[src/rtl/interrupt_sequencer.sv]
`default_nettype none
// ============================================================================
// Module  : interrupt_sequencer
// Desc    : Edge-latched, lowest-index-first interrupt controller that forces
//           the program sequencer to a vector and returns on reti.
//           Optional macro NESTED_IRQ_EN: two-deep preemptive nesting.
// Revision: 1.0
// ============================================================================
module interrupt_sequencer #(
  parameter int         N_IRQ    = 4,
  parameter logic [3:0] VEC_BASE = 4'hC
) (
  input  logic             clk,
  input  logic             sync_reset,
  input  logic [N_IRQ-1:0] irq_req,
  input  logic [N_IRQ-1:0] irq_mask,
  input  logic             irq_en,
  input  logic [7:0]       seq_next_addr,
  input  logic             reti,
  output logic             int_jmp,
  output logic [3:0]       int_addr,
  output logic             ret_jmp,
  output logic [7:0]       ret_addr,
  output logic [N_IRQ-1:0] irq_ack,
  output logic             in_service
);

  typedef enum logic [1:0] {
    IDLE    = 2'd0,
    VECTOR  = 2'd1,
    SERVICE = 2'd2,
    RETURN  = 2'd3
  } state_t;

  state_t           state;
  state_t           next_state;
  logic [N_IRQ-1:0] prev_req;
  logic [N_IRQ-1:0] pending;
  logic [N_IRQ-1:0] rise;
  logic [N_IRQ-1:0] cand;
  logic [1:0]       winner;
  logic [1:0]       cur_idx;
  logic             take;

  assign rise = irq_req & ~prev_req;
  assign cand = pending & ~irq_mask;
  assign take = irq_en & (|cand);

  // Lowest index wins: scan downwards so the last hit is the smallest index.
  always_comb begin
    winner = 2'd0;
    for (int i = N_IRQ - 1; i >= 0; i--) begin
      if (cand[i]) winner = 2'(i);
    end
  end

`ifdef NESTED_IRQ_EN
  logic [7:0]       stk_addr [2];
  logic [1:0]       stk_lvl  [2];
  logic [1:0]       sp;
  logic [N_IRQ-1:0] below;
  logic             preempt;

  always_comb begin
    below = '0;
    for (int i = 0; i < N_IRQ; i++) begin
      below[i] = (2'(i) < cur_idx);
    end
  end

  // Any unmasked candidate below the active level means the lowest one is too.
  assign preempt = irq_en & (|(cand & below)) & (sp != 2'd2);
`endif

  always_ff @(posedge clk) begin
    if (sync_reset) state <= IDLE;
    else            state <= next_state;
  end

  always_comb begin
    next_state = state;
    int_jmp    = 1'b0;
    int_addr   = 4'h0;
    ret_jmp    = 1'b0;
    irq_ack    = '0;
    in_service = 1'b0;
    case (state)
      IDLE: begin
        if (take) next_state = VECTOR;
      end
      VECTOR: begin
        next_state = SERVICE;
        int_jmp    = 1'b1;
        int_addr   = VEC_BASE + {2'b00, cur_idx};
        in_service = 1'b1;
        for (int i = 0; i < N_IRQ; i++) begin
          irq_ack[i] = (cur_idx == 2'(i));
        end
      end
      SERVICE: begin
        in_service = 1'b1;
`ifdef NESTED_IRQ_EN
        if (reti)         next_state = RETURN;
        else if (preempt) next_state = VECTOR;
`else
        if (reti) next_state = RETURN;
`endif
      end
      RETURN: begin
        ret_jmp    = 1'b1;
        in_service = 1'b1;
`ifdef NESTED_IRQ_EN
        next_state = (sp == 2'd0) ? IDLE : SERVICE;
`else
        next_state = IDLE;
`endif
      end
      default: next_state = IDLE;
    endcase
  end

  always_ff @(posedge clk) begin
    if (sync_reset) begin
      prev_req <= irq_req;
      pending  <= '0;
      cur_idx  <= 2'd0;
      ret_addr <= 8'h00;
`ifdef NESTED_IRQ_EN
      sp       <= 2'd0;
      for (int k = 0; k < 2; k++) begin
        stk_addr[k] <= 8'h00;
        stk_lvl[k]  <= 2'd0;
      end
`endif
    end else begin
      prev_req <= irq_req;
      // A fresh edge in the ack cycle must survive the clear.
      pending  <= (pending & ~irq_ack) | rise;
      if (state != VECTOR && next_state == VECTOR) cur_idx <= winner;
      if (state == VECTOR) ret_addr <= seq_next_addr;
`ifdef NESTED_IRQ_EN
      if (state == SERVICE && next_state == VECTOR) stk_lvl[sp[0]] <= cur_idx;
      if (state == VECTOR) begin
        stk_addr[sp[0]] <= seq_next_addr;
        sp              <= sp + 2'd1;
      end
      // Top of stack sits at sp-1, which for sp in {1,2} is sp[1].
      if (state == SERVICE && next_state == RETURN) begin
        ret_addr <= stk_addr[sp[1]];
        cur_idx  <= stk_lvl[sp[1]];
        sp       <= sp - 2'd1;
      end
`endif
    end
  end

endmodule
`default_nettype wire
[config.mk]
export PLATFORM = sky130hd
export DESIGN_NAME = interrupt_sequencer
export DESIGN_NICKNAME = d
export VERILOG_FILES = /design/src/rtl/interrupt_sequencer.sv
export SDC_FILE = /design/constraint.sdc
export NUM_CORES = 1
export LEC_CHECK = 0
export BUFFER_PORTS_ARGS = -buffer_cell sky130_fd_sc_hd__buf_2
export CORE_AREA = 3 3 47 49
export DETAILED_ROUTE_END_ITERATION = 10
export DIE_AREA = 0 0 50 52
export PLACE_DENSITY = 0.76
export SYNTH_ARGS = -nofsm -noshare
export SYNTH_HDL_FRONTEND = slang
export SYNTH_SLANG_ARGS = --single-unit
[constraint.sdc]
create_clock -name clk -period 2.95 [get_ports clk]
set_clock_uncertainty 0.1 [all_clocks]
set_input_delay 0.295 -clock clk [delete_from_list [all_inputs] [get_ports clk]]
set_output_delay 0.295 -clock clk [all_outputs]
set_load 0.05 [all_outputs]
Word level (Yosys, flattened, before mapping). Cells that the tools add are included.

Flip-flop bits (word level): 20. Bits in latches: 0. Bits in writable memories: 0. ROM bits: 0. Logic and storage cells: 39. Memories: 0.

Add/sub/neg operators: 1. $mul: 0. Div/mod/pow operators: 0. $lt $le $gt $ge: 0. Equality and inequality tests: 8. Shift-type cells: 0. Multiplexer cells: 12. Bitwise gates (word level): 8. Reduce and logical (&&, ||, !) cells: 5.

Operator list (number): $and 4x4->4 (3); $mux 2 (6); $not 4->4 (3); $eq 2x2->1 const B (4); $mux 4 (2); $pmux 2 s4 (1); $eq 2x1->1 const B (3); $add 3x3->4 const A (1); $logic_not 2->1 (2); $or 4x4->4 (1); $reduce_or 4->1 (1); $mux 1 (3); $reduce_or 3->1 (1); $ne 2x1->1 const B (1); $and 1x1->1 (1); $logic_and 1x1->1 (1).

Logic depth before layout (Yosys ltp). Gate-level depths: netlist (run 1).

Depth in word-level cells: 8. Depth in mapped cells: 5.

Worst setup path before layout (run 1). Ideal clock, no wire load.

Path kind: register to register. Start: register state[1]. End: register pending[0]. Arrival: 1805 ps. Path slack: 925 ps. Cell stages (with the launch flop): 5. Buffers on the path: 0. Period minus slack after synthesis: 2025 ps. Cells stage by stage: dfxtp_1 -> nand2b_4 -> nor3_1 -> nand2b_1 -> a21oi_1.

Longest elaborated chain between the ends: 5.

Ends and longest elaborated chain: start: declaration (RTL line 35) `state_t state;`; start signal: assignment (RTL line 77) `else state <= next_state;`; $eq 2x1->1 (RTL line 87) `case (state)`; $mux 4 (RTL line 87); via irq_ack[0] (RTL line 24) `output logic [N_IRQ-1:0] irq_ack,`; $not 4->4 (RTL line 138) `pending <= (pending & ~irq_ack) | rise;`; $and 4x4->4 (RTL line 138); $or 4x4->4 (RTL line 138); end signal: assignment (RTL line 138); end: declaration (RTL line 38) `logic [N_IRQ-1:0] pending;`.

The timed path passes the listed nets, and every way through them passes these cells. A chain may end at the register's enable or synchronous reset.

Final worst setup path (run 1).
Start: register state[1]. End: output irq_ack[2].

Longest elaborated chain between the ends: 2.

Ends and longest elaborated chain (RTL line): $eq 2x1->1 (87); $mux 4 (87); end: declaration (24).

Every way passes these cells.

==> results_dict.tcl, run 1 <==
set metrics [dict create \
    status "completed" \
    met1_length_um 755 \
    final_common_cell "buf_2" \
    cp_data_required_time_ns 2.56 \
    rr_worst_depth 5 \
    nets 154 \
    reg2reg_to "pending[3]" \
    grt_max_degree 18 \
    antenna_left 0 \
    cts.sinks 20 \
    async_reset_ff_frac 0 \
    fp.dieW_um 50 \
    pre_cts_ws_ns 1.21 \
    whs_path_depth 1 \
    path_class "reg -> out" \
    critical_path_peak_fanout 14 \
    drtIter0Drc 9 \
    finalSetupTns_ns 0 \
    clock_latency_ns 0.29 \
    peakVddDrop_uv 288 \
    wl_met3_um 137 \
    maxSlewViolCount 0 \
    rsz0062_at_grt "no" \
    num_io_pins 39 \
    cts-root-buf "clkbuf_4" \
    timing.fmax_ghz 0.482 \
    cts_resized 0 \
    cp-startpoint "state[1]" \
    die_y_um 52 \
    highest_layer "met4" \
    synth_edf_count 0 \
    hold_path_class "in -> reg" \
    place_area_um2 1010 \
    cp-endpoint "irq_ack[2]" \
    io_buffers 38 \
    track_usage 0.144 \
    postCtsSetupBuffers 0 \
    routedWlPerCell_um 10.4 \
    finalWorstSetupSlack_ns 0.877 \
    cts_tree "built" \
    ys_types 27 \
    coreArea_um2 1900 \
    initial_utilization 0.437 \
    htreeDepth 1 \
    power.leakage_nw 0.527 \
    rows 16 \
    period_share 0.703 \
    clk_pin_slew_ns 0.11 \
    stdcell_area_um2 1080 \
    yosys_warnings 0 \
    fill_cells 173 \
    tightest_slew_ns 0.364 \
    antenna_found_initial 0 \
    cp-end-kind "primary output" \
    synth.yosys.seq_area_share 0.482 \
    setup_violations 0 \
    wl_met2_um 742 \
    synth_flop_cell "dfxtp_1" \
    drc 0 \
    maxSlewHeadroom 0.755 \
    hold_viol 0 \
    grt_pass1_wl_mm 2.83 \
    ys_seq_elements 20 \
    die_area_um2 2600 \
    syn_nets 114 \
    power_density_nw_per_um2 523 \
    viasPerCell 4.59 \
    reg2reg_from "state[1]" \
    wl_mm 1.66 \
    max_cap_viol_count 0 \
    insertedDiodeCount 0 \
    dp.cells 153 \
    syn_avg_cell_area_um2 8.84 \
    finalWeightedCongestion 0.676 \
    overflow 0 \
    area_growth_pct 30.1 \
    dr.pass1.iters 4 \
    arrival_ns 1.68 \
    cts_buffers 3 \
    clk_path_buf_depth 2 \
    synth_cells 94 \
    post-dp-hpwl_mm 1.29 \
    layout_common_cells "buf_2, dfxtp_1, nand2_1" \
    syn-cell-area_um2 831 \
    final_cells 160 \
    startpoint_type "flip-flop" \
    first_global_vias 704 \
    finalCriticalPeriod_ns 2.07 \
    reg2reg_slack_ns 1.43 \
    vias 734 \
    final_layout_size_suffix_gt1_frac 0.368 \
]
-- timing repair --
action | in CTS | in global routing
endpoints found under the setup margin | 0 | 0
hold buffers | 3 | 0
hold endpoints to repair | 3 | 0
-- cell type report --
class	count	area, µm²	share of cell area
Clock buffer	4	36.3	0.0336
Sequential cell	20	400	0.370
Multi-Input combinational cell	59	357	0.330
Tap cell	27	33.8	0.0312
Timing Repair Buffer	41	220	0.204
Inverter	9	33.8	0.0312
-- flip-flops by register name, indices dropped and copies added (netlist names) --
| signal | count |
|---|---|
| pending | 4 |
| cur_idx | 2 |
| ret_addr | 8 |
| prev_req | 4 |
| state | 2 |
-- layer usage --
| layer | track usage | vias up |
|---|---|---|
| met5 | 0 | - |
| met3 | 0.0372 | 4 |
| met4 | 0.0829 | 0 |
| met1 | 0.168 | 321 |
| met2 | 0.239 | 30 |
| li1 | - | 379 |
-- cell usage after synthesis, types with 2 or more instances --
cell | n | area (µm²)
nand3b_1 | 2 | 15.0
buf_2 | 2 | 10.0
nor2_1 | 2 | 7.51
buf_4 | 2 | 15.0
inv_1 | 9 | 33.8
dfxtp_1 | 20 | 400
o21ai_0 | 2 | 10.0
and2_1 | 2 | 12.5
nand2_1 | 17 | 63.8
a21oi_1 | 13 | 65.1
nand2b_1 | 7 | 43.8
-- how the worst min path moves through the flow --
stage               startpoint          end  slack [ns]
floorplan           irq_req[0]  prev_req[0]        0.22
global placement    irq_req[0]  prev_req[0]        0.31
detailed placement  irq_req[2]  prev_req[2]        0.32
CTS                 irq_req[3]  prev_req[3]       0.004
global route        irq_req[3]  prev_req[3]       0.007
finish              irq_req[3]  prev_req[3]        0.01
-- metrics by stage --
stage,power (W),utilization,hold slack [ns]
after floorplan,0.000389,-,0.223
after global placement,0.000412,0.534,0.313
after detailed placement,0.000415,0.534,0.317
after CTS,0.000574,0.568,0.00430
after global routing,0.000597,0.568,0.00713
final,0.000565,0.568,0.0134
-- cell families after synthesis --
group	after synthesis	synth area share
buffers and inverters	15	0.0888
flip-flops	20	0.482
AND/OR/NAND/NOR	37	0.265
AO/OA/AOI/OAI	21	0.152
multiplexers	1	0.0120
-- worst max-delay path, cell delays in order (launching register included) --
cell and delay, ns:
dfxtp_1 0.36, nand2b_4 0.21, inv_1 0.30, nand2_1 0.16
nor2_1 0.10, buf_2 0.26
-- power breakdown --
part / total (W) / internal [W] / switching (W)
sequential: 0.000295 / 0.000285 / 0.00000994
clock: 0.000154 / 0.0000752 / 0.0000789
combinational: 0.000116 / 0.0000401 / 0.0000757
total: 0.000565 / 0.000400 / 0.000165
No activity file was read; power rests on OpenSTA's default activity.
==> run 2, diff against run 1 <==
--- a/config.mk
+++ b/config.mk
@@ -6,10 +6,10 @@
 export NUM_CORES = 1
 export LEC_CHECK = 0
 export BUFFER_PORTS_ARGS = -buffer_cell sky130_fd_sc_hd__buf_2
-export CORE_AREA = 3 3 47 49
+export CORE_AREA = 3 3 50 52
 export DETAILED_ROUTE_END_ITERATION = 10
-export DIE_AREA = 0 0 50 52
-export PLACE_DENSITY = 0.76
+export DIE_AREA = 0 0 53 55
+export PLACE_DENSITY = 0.71
 export SYNTH_ARGS = -nofsm -noshare
 export SYNTH_HDL_FRONTEND = slang
 export SYNTH_SLANG_ARGS = --single-unit
==> constraint.sdc (replaced) <==
create_clock -name clk -period 1.9 [get_ports clk]
set_clock_uncertainty 0.1 [all_clocks]
set_input_delay 0.19 -clock clk [delete_from_list [all_inputs] [get_ports clk]]
set_output_delay 0.19 -clock clk [all_outputs]
set_load 0.05 [all_outputs]
==> results_dict.tcl, run 2 (same netlist as run 1, synthesis figures left out) <==
set metrics [dict create \
    status "completed" \
    cpLargestDelayFamily "buffers and inverters" \
    power.leakage_nw 0.548 \
    hold_viol 0 \
    worstHoldStart "seq_next_addr[2]" \
    stdcell_area_um2 1120 \
    clock_latency_ns 0.30 \
    final_cells 163 \
    track_usage 0.131 \
    cts_tree "built" \
    critical_path_peak_fanout 12 \
    clk_pin_slew_ns 0.12 \
    drtIter0Drc 5 \
    p_switching_w 0.000265 \
    routedWlPerCell_um 11.1 \
    crit_chain "nand2b_4 > inv_1 > buf_4 > buf_2" \
    area_growth_pct 34.9 \
    grt_pass1_wl_mm 2.74 \
    finalCriticalPeriod_ns 1.76 \
    multiInputGateArea_um2 362 \
    internal-power_w 0.000722 \
    cp_slowest_cell "dfxtp_1" \
    final_layout_size_suffix_gt1_frac 0.378 \
    wl_mm 1.81 \
    layout_common_cells "buf_2, dfxtp_1, nand2_1" \
    die_y_um 55 \
    overflow 0 \
    startpoint_type "flip-flop" \
    cts_buffers 3 \
    max_stage_delay_ns 0.36 \
    path_class "reg -> out" \
    tightest_slew_ns 0.417 \
    cts.sinks 20 \
    finalWorstSetupSlack_ns 0.145 \
    max_cap_viol_count 0 \
    combPwrFrac 0.188 \
    drc 0 \
    antenna_found_initial 0 \
    grt_max_degree 18 \
    switching_share 0.269 \
    first_global_vias 656 \
    met1_usage 0.154 \
    nets 156 \
    largest_registers "ret_addr: 8 flops, pending: 4 flops, prev_req: 4 flops" \
    reg2reg_from "state[1]" \
    pre_cts_ws_ns 0.486 \
    insertedDiodeCount 0 \
    setup_violations 0 \
    vias 729 \
    gr-usage-met3 0.0214 \
    dp.cells 155 \
    p_seq_frac 0.465 \
    finalWeightedCongestion 0.687 \
    maxSlewHeadroom 0.719 \
    top_register "ret_addr" \
    final_common_cell "buf_2" \
    power_density_nw_per_um2 880 \
    fp.dieW_um 53 \
    htreeDepth 1 \
    largest_register_ffs 8 \
    initial_utilization 0.387 \
    hold_path_class "in -> reg" \
    rsz0062_at_grt "no" \
    cts-root-buf "clkbuf_4" \
    arrival_ns 1.47 \
    finalSetupTns_ns 0 \
    viasPerCell 4.47 \
    dr.pass1.iters 4 \
    io_buffers 38 \
    cp_data_required_time_ns 1.61 \
    clk_path_buf_depth 2 \
    cts_resized 0 \
    die_area_um2 2920 \
    timing.fmax_ghz 0.570 \
    cp-end-kind "primary output" \
    place_area_um2 1030 \
    num_io_pins 39 \
    post-dp-hpwl_mm 1.38 \
    peakVddDrop_uv 432 \
    pwr-share-clk 0.347 \
    period_share 0.924 \
    antenna_left 0 \
    crit_buf_inv 3 \
    grt_use_met2 0.225 \
    maxSlewViolCount 0 \
    fill_cells 214 \
    seq_area_um2 400 \
    coreArea_um2 2150 \
    power_w 0.000987 \
    rows 17 \
    cp-startpoint "state[1]" \
    busiest_layer "met2" \
]
run 2: cell count changes in the layout (fill, tap and decap cells not counted), sizes merged:
| cell | before | now |
|---|---|---|
| bufinv | 0 | 1 |
| dlygate4sd3 | 3 | 4 |
| clkbuf | 4 | 3 |
| buf | 38 | 39 |
run 2: final cells by class:
type,count,area share
repair buffers,43,0.212
multi-input cells,59,0.323
clock inverters,1,0.0268
well taps,28,0.0312
flip-flops and latches,20,0.357
clock buffers,3,0.0201
inverters,9,0.0301
run 2: repair_timing:
action / 4_1_cts / 5_1_grt
endpoints found under the hold margin: 4 / 0
hold buffers: 4 / 0
setup buffers: 0 / 0
run 2: worst min-delay path, stage by stage:
cell and delay [ns]:
buf_2 0.09, nand2_1 0.04, a21oi_1 0.05
run 2: stage by stage:
stage | hold WS (ns) | util
floorplan | 0.118 | -
global placement | 0.207 | 0.479
detailed placement | 0.214 | 0.479
CTS | 0.00337 | 0.522
global route | 0.0155 | 0.522
finish | 0.0182 | 0.522
run 2: final timing paths:
check                     end  slack (ns)  depth (start not counted)
setup reg to reg   pending[3]        0.60                          5
setup / recovery  int_addr[3]        0.14                          4
hold reg to reg   ret_addr[4]        0.36                          2
hold / removal    ret_addr[2]        0.02                          3
run 2: power by group through the flow:
stage	Clock (W)	Combinational [W]	Sequential (W)
2_1_floorplan	0	0.000113	0.000492
3_3_place_gp	0	0.000177	0.000466
3_5_place_dp	0	0.000180	0.000468
4_1_cts	0.000356	0.000188	0.000459
5_1_grt	0.000371	0.000201	0.000462
6_report	0.000342	0.000186	0.000458
run 2: routing by layer:
| metal | vias to the layer above | routed length (µm) | share of wire |
|---|---|---|---|
| li1 | 384 | - | - |
| met1 | 326 | 759 | 0.42 |
| met2 | 17 | 927 | 0.51 |
| met3 | 2 | 104 | 0.057 |
| met4 | 0 | 19 | 0.010 |
| met5 | - | 0 | 0 |
